$ cat src/rtl/pipe_ctrl_pkg.sv
// pipe_ctrl_pkg: shared definitions for the pipeline sequencer.
//   - StallBus width and the per-hazard freeze masks (bit 0 = PC .. bit 5 = WB)
//   - FSM state encoding for the redirect register owner
package pipe_ctrl_pkg;

    localparam int STALL_BUS_W = 6;

    // Each mask freezes the requesting stage and every stage in front of it.
    localparam logic [STALL_BUS_W-1:0] STALL_MEM    = 6'b011111;
    localparam logic [STALL_BUS_W-1:0] STALL_EX     = 6'b001111;
    localparam logic [STALL_BUS_W-1:0] STALL_LOAD   = 6'b000111;
    localparam logic [STALL_BUS_W-1:0] STALL_IFETCH = 6'b000011;

    typedef enum logic {
        CTRL_IDLE  = 1'b0,
        CTRL_REDIR = 1'b1
    } ctrl_state_e;

endpackage

$ cat src/rtl/ctrl_perf_cnt.sv
// ctrl_perf_cnt: 32-bit enable-driven event counter, wraps modulo 2^32.
// Ports:
//   clk   in   rising-edge clock
//   rst   in   synchronous active-high reset, clears the count
//   en    in   count this cycle
//   count out  registered count value
module ctrl_perf_cnt (
    input  logic        clk,
    input  logic        rst,
    input  logic        en,
    output logic [31:0] count
);

    logic [31:0] count_r;

    // Counter register: natural 32-bit wrap on overflow.
    always_ff @(posedge clk) begin
        if (rst) begin
            count_r <= 32'd0;
        end else if (en) begin
            count_r <= count_r + 32'd1;
        end else begin
            count_r <= count_r;
        end
    end

    assign count = count_r;

endmodule

$ cat src/rtl/pipe_ctrl.sv
// pipe_ctrl: central sequencer for the 6-stage in-order pipeline.
//   Combines stall requests into a per-stage freeze vector, raises a
//   one-cycle flush on exceptions and owns the redirect (new PC) register.
// Optional feature macro: PIPE_CTRL_PERF_EN builds the stall/flush
//   performance counters; without it both perf outputs are tied to 0.
// Ports:
//   clk, rst                 clock, synchronous active-high reset
//   stallreq_for_ifetch/load/ex/mem  stall requests from IF, ID, EX, MEM
//   excp_valid, excp_target  exception/eret committed in MEM and its target
//   br_valid, br_target      taken branch resolved in EX and its target
//   new_pc_ready             PC stage accepts the held redirect
//   stall                    per-stage freeze vector (combinational)
//   flush                    kill in-flight IF..MEM (combinational)
//   new_pc_valid, new_pc     held redirect (registered)
//   perf_stall_cnt, perf_flush_cnt   performance counters
module pipe_ctrl
    import pipe_ctrl_pkg::*;
#(
    parameter int          STALL_W = 6,
    parameter logic [31:0] RST_PC  = 32'hBFC0_0000
) (
    input  logic               clk,
    input  logic               rst,
    input  logic               stallreq_for_ifetch,
    input  logic               stallreq_for_load,
    input  logic               stallreq_for_ex,
    input  logic               stallreq_for_mem,
    input  logic               excp_valid,
    input  logic [31:0]        excp_target,
    input  logic               br_valid,
    input  logic [31:0]        br_target,
    input  logic               new_pc_ready,
    output logic [STALL_W-1:0] stall,
    output logic               flush,
    output logic               new_pc_valid,
    output logic [31:0]        new_pc,
    output logic [31:0]        perf_stall_cnt,
    output logic [31:0]        perf_flush_cnt
);

    localparam logic [STALL_W-1:0] REDIR_FORCE = {{(STALL_W-2){1'b0}}, 2'b11};

    ctrl_state_e        state_r;
    logic [31:0]        redir_pc_r;
    logic [STALL_W-1:0] mask_s;
    logic [STALL_W-1:0] stall_s;
    logic               br_accept_s;

    // Priority stall mask: the deepest requesting stage wins.
    always_comb begin
        mask_s = {STALL_W{1'b0}};
        if (stallreq_for_mem) begin
            mask_s = STALL_W'(STALL_MEM);
        end else if (stallreq_for_ex) begin
            mask_s = STALL_W'(STALL_EX);
        end else if (stallreq_for_load) begin
            mask_s = STALL_W'(STALL_LOAD);
        end else if (stallreq_for_ifetch) begin
            mask_s = STALL_W'(STALL_IFETCH);
        end else begin
            mask_s = {STALL_W{1'b0}};
        end
    end

    // Final freeze vector. PC/IF are held while a redirect is outstanding,
    // keyed off the registered state so new_pc_ready never reaches stall.
    // A flush releases every stage so the killed bubbles can drain.
    always_comb begin
        stall_s = {STALL_W{1'b0}};
        if (excp_valid) begin
            stall_s = {STALL_W{1'b0}};
        end else if (state_r == CTRL_REDIR) begin
            stall_s = mask_s | REDIR_FORCE;
        end else begin
            stall_s = mask_s;
        end
    end

    // A branch is only taken when EX is actually advancing; otherwise EX
    // re-presents it, and during REDIR it is on the wrong path.
    assign br_accept_s = (state_r == CTRL_IDLE) & ~excp_valid & br_valid & ~stall_s[3];

    // Redirect FSM: an exception always supersedes whatever target is held.
    always_ff @(posedge clk) begin
        if (rst) begin
            state_r    <= CTRL_IDLE;
            redir_pc_r <= RST_PC;
        end else begin
            case (state_r)
                CTRL_IDLE: begin
                    if (excp_valid) begin
                        state_r    <= CTRL_REDIR;
                        redir_pc_r <= excp_target;
                    end else if (br_accept_s) begin
                        state_r    <= CTRL_REDIR;
                        redir_pc_r <= br_target;
                    end else begin
                        state_r    <= CTRL_IDLE;
                        redir_pc_r <= redir_pc_r;
                    end
                end
                CTRL_REDIR: begin
                    if (excp_valid) begin
                        state_r    <= CTRL_REDIR;
                        redir_pc_r <= excp_target;
                    end else if (new_pc_ready) begin
                        // Target delivered; new_pc returns to its idle value.
                        state_r    <= CTRL_IDLE;
                        redir_pc_r <= RST_PC;
                    end else begin
                        state_r    <= CTRL_REDIR;
                        redir_pc_r <= redir_pc_r;
                    end
                end
                default: begin
                    state_r    <= CTRL_IDLE;
                    redir_pc_r <= RST_PC;
                end
            endcase
        end
    end

    assign stall        = stall_s;
    assign flush        = excp_valid;
    assign new_pc_valid = (state_r == CTRL_REDIR);
    assign new_pc       = redir_pc_r;

`ifdef PIPE_CTRL_PERF_EN
    ctrl_perf_cnt u_stall_cnt (
        .clk   (clk),
        .rst   (rst),
        .en    (|stall_s),
        .count (perf_stall_cnt)
    );

    ctrl_perf_cnt u_flush_cnt (
        .clk   (clk),
        .rst   (rst),
        .en    (excp_valid),
        .count (perf_flush_cnt)
    );
`else
    assign perf_stall_cnt = 32'd0;
    assign perf_flush_cnt = 32'd0;
`endif

endmodule

$ cat config.mk
export PLATFORM = sky130hd
export DESIGN_NAME = pipe_ctrl
export DESIGN_NICKNAME = d
export VERILOG_FILES = /design/src/rtl/pipe_ctrl_pkg.sv /design/src/rtl/ctrl_perf_cnt.sv /design/src/rtl/pipe_ctrl.sv
export SDC_FILE = /design/constraint.sdc
export NUM_CORES = 1
export LEC_CHECK = 0
export ABC_AREA = 1
export CORE_AREA = 10 10 91 93
export CTS_CLUSTER_DIAMETER = 200
export DETAILED_ROUTE_END_ITERATION = 12
export DIE_AREA = 0 0 101 103
export PLACE_DENSITY = 0.94
export SLEW_MARGIN = 20
export SYNTH_ARGS = -nofsm -noshare
export SYNTH_HDL_FRONTEND = slang
export SYNTH_SLANG_ARGS = --single-unit
$ cat constraint.sdc
create_clock -name clk -period 2.75 [get_ports clk]
set_input_delay 0.275 -clock clk [delete_from_list [all_inputs] [get_ports clk]]
set_output_delay 0.275 -clock clk [all_outputs]
set_load 0.02 [all_outputs]
==> run_results.csv <==
group,metric,value,unit
finish,diodes,0,
route,route.detailed.wl_per_inst,13.1,um
synthesis,syn_area,2360,um2
worst_setup_path,path_depth,5,
floorplanning,die_y,103,um
synthesis,ys_types,15,
power,p_per_area,430,nW/um2
finish,final_nets,553,
floorplanning,num_io_pins,177,
clocking,cts_tree,"done",
timing,fmax,444,MHz
worst_setup_path,r2r_start,"new_pc_valid",
route,first_iter_violations,96,
placement,gp_congestion,0.741,
global_routing,grt_usage,12.9,%
timing,rsz0062_at_grt,"false",
timing,clock_skew,0.00319,ns
global_routing,gr-total-overflow,0,
finish,stdcell_count,560,
worst_setup_path,crit_fanout,10,
placement,dp_cells,553,
power,p_leak,1.66,nW
worst_setup_path,r2r_cells,5,
timing,fin_crit_sh,81.9,%
worst_setup_path,path_delay_family,"buffers and inverters",
placement,post-place-ws,0.502,ns
route,vias,2383,
clocking,clk-insertion-delay-late,0.27,ns
worst_setup_path,crit_buf_inv,4,
floorplanning,coreArea,6570,um2
floorplanning,row_count,30,
finish,mostFrequentLayoutCells,"clkdlybuf4s50_1, nand2_1, conb_1",
clocking,cts_buffer_depth,2,
clocking,cts_resized,0,
route,vias_per_cell,4.26,
synthesis,avgSynthCellArea,6.24,um2
floorplanning,die_x,101,um
clocking,clk_pin_slew,0.07,ns
worst_setup_path,crit_slowest_cell,"clkdlybuf4s50_1",
finish,layout-drive-gt1-share,3.75,%
global_routing,grt_pass1_wl,10.9,mm
worst_setup_path,cp.required,2.48,ns
route,drcViolationCount,0,
finish,area_delta_synth_final,42.1,%
clocking,cts_sinks,33,
synthesis,yosysSeqAreaShare,27.9,%
timing,final_hold_viol_count,0,
timing,finalSetupTns,0,ns
clocking,cts_buffers,5,
synthesis,synth_seq_cells,33,
clocking,post-cts-setup-buffer-count,0,
power,power,1.44,mW
timing,maxSlewViolCount,0,
power,ir_drop,209,uV
route,drtAntennaViolNets,0,
synthesis,ys.warnings.count,0,
placement,io_buffers,111,
worst_setup_path,worst-setup-path-type,"in -> out",
worst_setup_path,crit_arrival,1.98,ns
timing,setup_ws,0.498,ns
worst_setup_path,r2r_slack,1.22,ns
worst_setup_path,crit_start,"excp_valid",
worst_setup_path,r2r-end,"new_pc[7]",
worst_setup_path,start_kind,"input pin",
worst_setup_path,endpoint_kind,"primary output",
timing,setup_viol,0,
synthesis,postSynthCellCount,379,
floorplanning,dieArea,10400,um2
global_routing,grt_start_max_net_pins,41,
flow_run,maxCapViolations,0,
hold_path,hold_path_class,"reg -> reg",
clocking,cts-root-buf,"clkbuf_8",
worst_setup_path,endpoint,"stall[0]",
timing,whs,0.511,ns
worst_setup_path,crit_chain,"clkdlybuf4s50_1 > clkinv_1 > nand2_1 > inv_1 > clkdlybuf4s50_1",
worst_setup_path,cpMostUsedCell,"clkdlybuf4s50_1",
clocking,ctsHtreeMaxLevel,2,
timing,period_needed,2.25,ns
placement,dpl.hpwl,6.12,mm
global_routing,grt_pass1_vias,2337,
worst_setup_path,max_stage_delay,0.65,ns
finish,fill_cells,649,
finish,final_common_cell,"clkdlybuf4s50_1",
outcome,status,"finished, final reports clean",
global_routing,antenna_found_initial,0,
clocking,holdBufCountCts,0,
route,wirelength,7.36,mm
floorplanning,start_util,36.0,%
route,drt_pass1_iterations,4,
Yosys cell counts:
cell / n / area [um2]
a21oi_1: 36 / 180
dfxtp_1: 33 / 661
nand2_1: 102 / 383
nand2_2: 1 / 6.26
buf_4: 71 / 533
clkinv_1: 1 / 3.75
buf_2: 10 / 50.1
nor2_1: 35 / 131
buf_6: 2 / 22.5
nor2_2: 1 / 6.26
nor2_4: 1 / 11.3
clkbuf_1: 5 / 18.8
nand3_1: 43 / 215
inv_1: 37 / 139
conb_1: 1 / 3.75
flip-flops by register name (all words and copies together), names as in the netlist:
register	count
new_pc	32
new_pc_valid	1
metal layers:
| metal | global-route usage [%] | vias up | wire length, um |
|---|---|---|---|
| met5 | 0 | - | 0 |
| met4 | 2.57 | 0 | 25 |
| met3 | 6.70 | 2 | 886 |
| met2 | 24.1 | 94 | 3940 |
| met1 | 12.3 | 1058 | 2500 |
| li1 | - | 1229 | - |
how the worst min path moves through the flow:
stage                    to  cells past startpoint        from  slack [ns]
2_1_floorplan  new_pc_valid                      1         rst        0.34
4_1_cts          new_pc[23]                      2  new_pc[23]        0.52
3_5_place_dp     new_pc[22]                      2  new_pc[22]        0.50
3_3_place_gp     new_pc[27]                      2  new_pc[27]        0.48
5_1_grt          new_pc[23]                      2  new_pc[23]        0.54
6_report         new_pc[23]                      2  new_pc[23]        0.51
worst reg2reg max path, stage by stage, from the launching register on:
cell and delay, ns:
dfxtp_1 0.40, nor2_4 0.13, nand3_2 0.33, buf_12 0.31, a21oi_1 0.19, nor2_1 0.06
area by class of cell:
type | count | area, um2 | area share, %
tap | 80 | 100 | 2.98
clock buffer | 7 | 86.3 | 2.57
inverter | 38 | 143 | 4.25
timing repair buffer | 118 | 1180 | 35.0
multi-input combinational | 284 | 1190 | 35.5
sequential | 33 | 661 | 19.7
kinds of logic after synthesis:
logic type,count (synthesis),share of synthesized area (%)
AOI/OAI and AO/OA,36,7.62
buffers and inverters,126,32.4
DFF,33,27.9
other,1,0.159
and+or+nand+nor,183,31.9
where the power goes:
| part | switching [mW] | internal (mW) |
|---|---|---|
| logic | 0.301 | 0.237 |
| clock network | 0.165 | 0.199 |
| registers | 0.0222 | 0.520 |
| total | 0.488 | 0.956 |
stage by stage:
step           utilization [%]  instance area (um2)
2_1_floorplan                -                 2610
3_3_place_gp              49.8                 3270
3_5_place_dp              49.8                 3270
4_1_cts                   51.1                 3360
5_1_grt                   51.1                 3360
6_report                  51.1                 3360
Power figures use the tool's default switching activity.
